==> config.mk <==
export PLATFORM = sky130hd
export DESIGN_NAME = timer_run_controller_flat
export DESIGN_NICKNAME = d
export VERILOG_FILES = /design/src/rtl/timer_pkg.sv /design/src/rtl/timer_run_controller_if.sv /design/src/rtl/rise_detect.sv /design/src/rtl/timer_run_controller.sv /design/src/flat_wrapper.sv
export SDC_FILE = /design/constraint.sdc
export NUM_CORES = 1
export LEC_CHECK = 0
export CAP_MARGIN = 40
export CORE_MARGIN = 2
export CORE_UTILIZATION = 55
export CTS_CLUSTER_SIZE = 25
export DETAILED_ROUTE_END_ITERATION = 10
export DONT_BUFFER_PORTS = 1
export GPL_ROUTABILITY_DRIVEN = 0
export HOLD_SLACK_MARGIN = 0.03
export PLACE_DENSITY = 0.82
export SYNTH_ARGS = -nofsm -noshare
export SYNTH_HDL_FRONTEND = slang
export SYNTH_SLANG_ARGS = --single-unit
export TNS_END_PERCENT = 30
==> constraint.sdc <==
create_clock -name clk -period 2.5 [get_ports clk]
set_input_delay 0.25 -clock clk [delete_from_list [all_inputs] [get_ports clk]]
set_output_delay 0.25 -clock clk [all_outputs]
set_load 0.01 [all_outputs]
==> src/rtl/timer_pkg.sv <==
`default_nettype none
// ============================================================================
// Module      : timer_pkg
// Description : Shared types and constants for the stopwatch/timer controller.
// Revision    : 1.0 - initial release
// ============================================================================
package timer_pkg;

    typedef enum logic [1:0] {
        IDLE    = 2'd0,
        RUN     = 2'd1,
        PAUSE   = 2'd2,
        EXPIRED = 2'd3
    } state_t;

    localparam logic MODE_STOPWATCH = 1'b0;
    localparam logic MODE_TIMER     = 1'b1;

    localparam logic [7:0] DEF_MSB_MAX = 8'd99;
    localparam logic [7:0] DEF_LSB_MAX = 8'd59;

endpackage
`default_nettype wire

==> src/rtl/timer_run_controller_if.sv <==
`default_nettype none
// ============================================================================
// Module      : timer_run_controller_if
// Description : Controller <-> counter datapath bus (enable, load, zero flag).
// Revision    : 1.0 - initial release
// ============================================================================
interface timer_run_controller_if;

    logic       cnt_en;
    logic       cnt_load;
    logic [7:0] load_msb;
    logic [7:0] load_lsb;
    logic       mode;
    logic       cnt_zero;

    modport master (
        output cnt_en,
        output cnt_load,
        output load_msb,
        output load_lsb,
        output mode,
        input  cnt_zero
    );

    modport slave (
        input  cnt_en,
        input  cnt_load,
        input  load_msb,
        input  load_lsb,
        input  mode,
        output cnt_zero
    );

endinterface
`default_nettype wire

==> src/rtl/rise_detect.sv <==
`default_nettype none
// ============================================================================
// Module      : rise_detect
// Description : One-cycle pulse on each rising edge of a level input.
// Revision    : 1.0 - initial release
// ============================================================================
module rise_detect (
    input  wire logic clk,
    input  wire logic rst,
    input  wire logic in,
    output logic      pulse
);

    logic r_in_q;

    always_ff @(posedge clk) begin
        if (rst) begin
            r_in_q <= 1'b0;
        end else begin
            r_in_q <= in;
        end
    end

    assign pulse = in & ~r_in_q;

endmodule
`default_nettype wire

==> src/rtl/timer_run_controller.sv <==
`default_nettype none
// ============================================================================
// Module      : timer_run_controller
// Description : Run/pause/expiry sequencer, preset owner and alarm generator
//               for the two-mode stopwatch/timer counter datapath.
// Revision    : 1.0 - initial release
// ============================================================================
module timer_run_controller
    import timer_pkg::*;
#(
    parameter logic [7:0]  PRESET_MSB_DEF = 8'd2,
    parameter logic [7:0]  PRESET_LSB_DEF = 8'd0,
    parameter logic [7:0]  MSB_MAX        = DEF_MSB_MAX,
    parameter logic [7:0]  LSB_MAX        = DEF_LSB_MAX,
    parameter int unsigned ALARM_TICKS    = 5
) (
    input  wire logic                     clk,
    input  wire logic                     rst,
    input  wire logic                     tick,
    input  wire logic                     start_stop,
    input  wire logic                     clear,
    input  wire logic                     mode_sel,
    input  wire logic                     inc_msb,
    input  wire logic                     inc_lsb,
    timer_run_controller_if.master        dp,
    output logic [1:0]                    state_o,
    output logic                          alarm
);

    localparam int unsigned            c_alarm_w   = $clog2(ALARM_TICKS + 1);
    localparam logic [c_alarm_w-1:0]   c_alarm_max = c_alarm_w'(ALARM_TICKS);

    logic w_start_rise;
    logic w_clear_rise;
    logic w_inc_msb_rise;
    logic w_inc_lsb_rise;

    rise_detect u_rd_start (.clk(clk), .rst(rst), .in(start_stop), .pulse(w_start_rise));
    rise_detect u_rd_clear (.clk(clk), .rst(rst), .in(clear),      .pulse(w_clear_rise));
    rise_detect u_rd_inc_m (.clk(clk), .rst(rst), .in(inc_msb),    .pulse(w_inc_msb_rise));
    rise_detect u_rd_inc_l (.clk(clk), .rst(rst), .in(inc_lsb),    .pulse(w_inc_lsb_rise));

    state_t               r_state,     w_state_nxt;
    logic                 r_mode,      w_mode_nxt;
    logic [7:0]           r_pre_msb,   w_pre_msb_nxt;
    logic [7:0]           r_pre_lsb,   w_pre_lsb_nxt;
    logic                 r_load_pend, w_load_pend_nxt;
    logic                 r_alarm,     w_alarm_nxt;
    logic [c_alarm_w-1:0] r_alarm_cnt, w_alarm_cnt_nxt;

    logic w_preset_zero;
    logic w_expire;

    assign w_preset_zero = (r_pre_msb == 8'd0) && (r_pre_lsb == 8'd0);
    assign w_expire      = (r_mode == MODE_TIMER) && dp.cnt_zero;

    always_ff @(posedge clk) begin
        if (rst) begin
            r_state     <= IDLE;
            r_mode      <= MODE_STOPWATCH;
            r_pre_msb   <= PRESET_MSB_DEF;
            r_pre_lsb   <= PRESET_LSB_DEF;
            r_load_pend <= 1'b1;
            r_alarm     <= 1'b0;
            r_alarm_cnt <= '0;
        end else begin
            r_state     <= w_state_nxt;
            r_mode      <= w_mode_nxt;
            r_pre_msb   <= w_pre_msb_nxt;
            r_pre_lsb   <= w_pre_lsb_nxt;
            r_load_pend <= w_load_pend_nxt;
            r_alarm     <= w_alarm_nxt;
            r_alarm_cnt <= w_alarm_cnt_nxt;
        end
    end

    // Event priority: clear, then expiry, then start/stop, then preset increments.
    always_comb begin
        w_state_nxt     = r_state;
        w_mode_nxt      = r_mode;
        w_pre_msb_nxt   = r_pre_msb;
        w_pre_lsb_nxt   = r_pre_lsb;
        w_load_pend_nxt = 1'b0;
        w_alarm_nxt     = r_alarm;
        w_alarm_cnt_nxt = r_alarm_cnt;

        if ((r_state == IDLE) && (mode_sel != r_mode)) begin
            w_mode_nxt      = mode_sel;
            w_load_pend_nxt = 1'b1;
        end

        if (w_clear_rise) begin
            w_state_nxt     = IDLE;
            w_alarm_nxt     = 1'b0;
            w_load_pend_nxt = 1'b1;
        end else begin
            case (r_state)
                IDLE: begin
                    if (w_start_rise) begin
                        if (!((r_mode == MODE_TIMER) && w_preset_zero)) begin
                            w_state_nxt = RUN;
                        end
                    end else if (r_mode == MODE_TIMER) begin
                        if (w_inc_msb_rise) begin
                            w_pre_msb_nxt = (r_pre_msb == MSB_MAX) ? 8'd0 : r_pre_msb + 8'd1;
                        end
                        if (w_inc_lsb_rise) begin
                            w_pre_lsb_nxt = (r_pre_lsb == LSB_MAX) ? 8'd0 : r_pre_lsb + 8'd1;
                        end
                        if (w_inc_msb_rise || w_inc_lsb_rise) begin
                            w_load_pend_nxt = 1'b1;
                        end
                    end
                end
                RUN: begin
                    if (w_expire) begin
                        w_state_nxt     = EXPIRED;
                        w_alarm_nxt     = 1'b1;
                        w_alarm_cnt_nxt = '0;
                    end else if (w_start_rise) begin
                        w_state_nxt = PAUSE;
                    end
                end
                PAUSE: begin
                    if (w_start_rise) begin
                        w_state_nxt = RUN;
                    end
                end
                EXPIRED: begin
                    if (w_start_rise) begin
                        w_state_nxt     = IDLE;
                        w_alarm_nxt     = 1'b0;
                        w_load_pend_nxt = 1'b1;
                    end else if (tick && (r_alarm_cnt != c_alarm_max)) begin
                        w_alarm_cnt_nxt = r_alarm_cnt + 1'b1;
                        if ((r_alarm_cnt + 1'b1) == c_alarm_max) begin
                            w_alarm_nxt = 1'b0;
                        end
                    end
                end
                default: begin
                    w_state_nxt = IDLE;
                end
            endcase
        end
    end

    // Zero-latency enable; a timer sitting at 00:00 is never clocked below zero.
    assign dp.cnt_en   = (r_state == RUN) & tick & ~(r_mode & dp.cnt_zero);
    assign dp.cnt_load = r_load_pend;
    assign dp.load_msb = (r_mode == MODE_TIMER) ? r_pre_msb : 8'd0;
    assign dp.load_lsb = (r_mode == MODE_TIMER) ? r_pre_lsb : 8'd0;
    assign dp.mode     = r_mode;

    assign state_o = r_state;
    assign alarm   = r_alarm;

endmodule
`default_nettype wire
==> src/flat_wrapper.sv <==
// flat-port wrapper written by rule: the top's interface ports become plain ports
module timer_run_controller_flat import timer_pkg::*;
#(
    parameter logic [7:0]  PRESET_MSB_DEF = 8'd2,
    parameter logic [7:0]  PRESET_LSB_DEF = 8'd0,
    parameter logic [7:0]  MSB_MAX        = DEF_MSB_MAX,
    parameter logic [7:0]  LSB_MAX        = DEF_LSB_MAX,
    parameter int unsigned ALARM_TICKS    = 5
)
  (clk, rst, tick, start_stop, clear, mode_sel, inc_msb, inc_lsb, state_o, alarm, dp_cnt_en, dp_cnt_load, dp_load_msb, dp_load_lsb, dp_mode, dp_cnt_zero);
  timer_run_controller_if dp_i ();
  input  wire logic clk;
  input  wire logic rst;
  input  wire logic tick;
  input  wire logic start_stop;
  input  wire logic clear;
  input  wire logic mode_sel;
  input  wire logic inc_msb;
  input  wire logic inc_lsb;
  output logic [1:0] state_o;
  output logic alarm;
  output wire logic [$bits(dp_i.cnt_en)-1:0] dp_cnt_en;
  output wire logic [$bits(dp_i.cnt_load)-1:0] dp_cnt_load;
  output wire logic [$bits(dp_i.load_msb)-1:0] dp_load_msb;
  output wire logic [$bits(dp_i.load_lsb)-1:0] dp_load_lsb;
  output wire logic [$bits(dp_i.mode)-1:0] dp_mode;
  input wire logic [$bits(dp_i.cnt_zero)-1:0] dp_cnt_zero;
  assign dp_cnt_en = dp_i.cnt_en;
  assign dp_cnt_load = dp_i.cnt_load;
  assign dp_load_msb = dp_i.load_msb;
  assign dp_load_lsb = dp_i.load_lsb;
  assign dp_mode = dp_i.mode;
  assign dp_i.cnt_zero = dp_cnt_zero;
  timer_run_controller #(.PRESET_MSB_DEF(PRESET_MSB_DEF), .PRESET_LSB_DEF(PRESET_LSB_DEF), .MSB_MAX(MSB_MAX), .LSB_MAX(LSB_MAX), .ALARM_TICKS(ALARM_TICKS)) u_core (.clk(clk), .rst(rst), .tick(tick), .start_stop(start_stop), .clear(clear), .mode_sel(mode_sel), .inc_msb(inc_msb), .inc_lsb(inc_lsb), .dp(dp_i), .state_o(state_o), .alarm(alarm));
endmodule
==> results.yml, run 1 <==
power_and_ir_drop:
  p_per_area_mw_per_mm2: 463
  ir_drop_uv: 229
  cellLeakagePower_nw: 0.655
sta:
  finalCritPeriodShare: 0.892
  worst_pin_slew_ps: 622
  setup_viol: 0
  hold_violations: 0
  finalSetupTns_ps: 0
  rsz0062_at_grt: "no"
  relSlewSlack: 0.585
  finalClockSkew_ps: 4.07
  fmax_mhz: 448
  drv_slew: 0
  whs_ps: 38.3
  period_minus_slack_ps: 2230
worst_setup_path:
  worstPathArrival_ps: 2500
  reg2reg_to: "u_core.r_pre_lsb[6]"
  worstPathMaxFanout: 7
  worstSetupEndpointType: "flip-flop"
  required_ps: 2770
  r2r-start: "u_core.state_o[1]"
  reg2regPathDepth: 6
  r2r_slack_ps: 270
  start_kind: "flip-flop"
  path_class: "reg2reg"
synthesis:
  syn_area_mm2: 0.00165
  synthAdderAreaFrac: 0.0911
  async_reset_ff_frac: 0
  synthCells: 199
  synth.avg_cell_area_um2: 8.28
  synth.distinct_cells: 38
  synthFlopType: "dfxtp_1"
  synthSimpleGateAreaFrac: 0.318
  synth-seq-cells: 28
  ys_seq_area_frac: 0.340
  synth_edf_count: 0
  synth_compound_area_frac: 0.135
  synth_top_family_by_area: "simple AND/OR/NAND/NOR gates"
  ys_warn_count: 0
  synthXorXnorAreaFrac: 0.0425
  muxShareOfSynthArea: 0.0243
  syn-num-nets: 220
job:
  maxCapViolations: 0
floorplan:
  core_mm2: 0.00281
  die_y_um: 58.7
  die_w_um: 58.7
  initial_core_util: 0.587
  num_rows: 19
  die_area_mm2: 0.00345
  io_pins: 31
place:
  hpwl_mm: 2.81
  io_buffers: 0
status:
  violations: "DRC"
  status: "finished, violations left"
finish:
  drive_gt1_frac: 0.0647
  insertedDiodeCount: 0
  syn_to_final_growth_pct: 5.69
  finish.net_count: 223
drt:
  first_pass_iters: 9
  drt_iter0_drc: 66
  via_per_inst: 6.27
  postRouteAntennaNets: 0
  routed_wl_mm: 3.79
  post-route-drc-count: 1
  num_vias: 1455
  wl_per_cell_um: 16.3
clocking:
  clockBufferDepth: 2
  post-cts-setup-buffers: 0
  path_clk_slew_ps: 160
  ctsRootBufferMaster: "clkbuf_4"
  cts_resized: 0
  numClockSinks: 28
  cts_buffers: 3
  cts_tree: "done"
  clk_latency_ps: 330
  cts-htree-levels: 1
  cts_hold_buf: 1
worst_hold_path:
  hold_end: "u_core.u_rd_start.r_in_q"
  hold_start: "start_stop"
  hp-class: "in2reg"
  holdPathStages: 1
global_routing:
  grt_start_max_net_pins: 19
  groute.usage.overall: 0.218
  antenna_found_initial: 0
  gr-total-overflow: 0
  grt_pass1_vias: 1304
  grt_pass1_wl_mm: 5.90
==> worst max path at each step <==
stage / startpoint / to / slack [ps] / cells after the start
floorplan: u_core.state_o[0] / u_core.r_pre_lsb[6] / 520 / 7
global route: u_core.state_o[0] / u_core.r_pre_lsb[4] / 170 / 6
detailed placement: u_core.state_o[1] / u_core.r_pre_lsb[6] / 320 / 6
global placement: u_core.state_o[1] / u_core.r_pre_lsb[6] / 450 / 6
finish: u_core.state_o[1] / u_core.r_pre_lsb[6] / 270 / 6
CTS: u_core.state_o[1] / u_core.r_pre_lsb[6] / 300 / 6
==> registers in the layout (all words and copies together), names as in the netlist <==
name                      cells
u_core.dp.cnt_load            1
u_core.r_alarm_cnt            3
u_core.state_o                2
u_core.r_pre_lsb              8
u_core.r_pre_msb              8
u_core.u_rd_start.r_in_q      1
u_core.u_rd_clear.r_in_q      1
u_core.u_rd_inc_m.r_in_q      1
u_core.u_rd_inc_l.r_in_q      1
u_core.alarm                  1
u_core.dp.mode                1
==> critical path, cell delays in order (launching register included) <==
cell      delay (ps)
dfxtp_1          420
inv_1            150
ha_1             330
nand4b_2         180
or4b_4           580
or3_1            370
a21oi_1          140
==> per-stage QoR <==
stage	utilization	setup slack, ps	std cells	area, um2	power, mW
final	0.621	269	232	1740	0.806
after global routing	0.621	173	232	1740	0.837
after CTS	0.617	295	231	1730	0.800
after detailed placement	0.601	322	226	1690	0.581
after global placement	0.601	451	226	1690	0.576
after floorplan	-	520	199	1650	0.559
==> synth_stat cells, drive strengths merged (5+ instances only) <==
master | n | area (um2)
a21oi | 12 | 60.1
nand2 | 10 | 37.5
nor2 | 15 | 56.3
nor3 | 5 | 25.0
nand4 | 11 | 68.8
clkbuf | 8 | 31.3
and3 | 5 | 31.3
nor2b | 7 | 43.8
nand3 | 7 | 35.0
ha | 12 | 150
o21ai | 6 | 30.0
inv | 13 | 48.8
dfxtp | 28 | 561
and2 | 17 | 106
==> area by class of cell <==
cell class	count	area (um2)
clock buffer	4	36.3
inverter	13	48.8
timing repair buffer	6	50.0
multi-input combinational	150	1010
fill	265	1060
sequential	28	561
tap	31	38.8
==> report_power, final <==
part           leakage [nW]  switching (mW)  total, mW  internal (mW)
sequential            0.228          0.0153      0.475          0.460
clock                0.0210           0.138      0.227         0.0891
combinational         0.406          0.0634      0.104         0.0404
==> kinds of logic (layout without fill, tap and decap cells) <==
family | Yosys count | after routing
and+or+nand+nor | 92 | 92
AOI/OAI and AO/OA | 34 | 34
DFF | 28 | 28
buffers and inverters | 21 | 23
adders and majority gates | 12 | 12
xor gates and xnor gates | 8 | 8
muxes | 4 | 4
==> routing by layer <==
metal / wire length (um) / GRT usage / up-vias
li1: - / - / 705
met1: 1610 / 0.266 / 714
met2: 1990 / 0.395 / 34
met3: 179 / 0.0418 / 2
met4: 17 / 0.0487 / 0
met5: 0 / 0 / -
==> cells in the final DEF (no fill, tap or decap), types with 7 or more instances in the layout <==
cell type  netlist  layout
inv_1           13      13
dfxtp_1         28      28
nand2_1         10      10
nor2_1          15      15
ha_1            12      12
nand3_1          7       7
nor2b_1          7       7
and2_1          17      17
nand4_1         11      11
a21oi_1         12      12
(Power assumes the default switching activity.)
==> run 2: changes to the inputs <==
- CTS_CLUSTER_SIZE: 25 -> 20
==> results of run 2 <==
No change in the layout: final DEF, timing and power equal those of run 1.
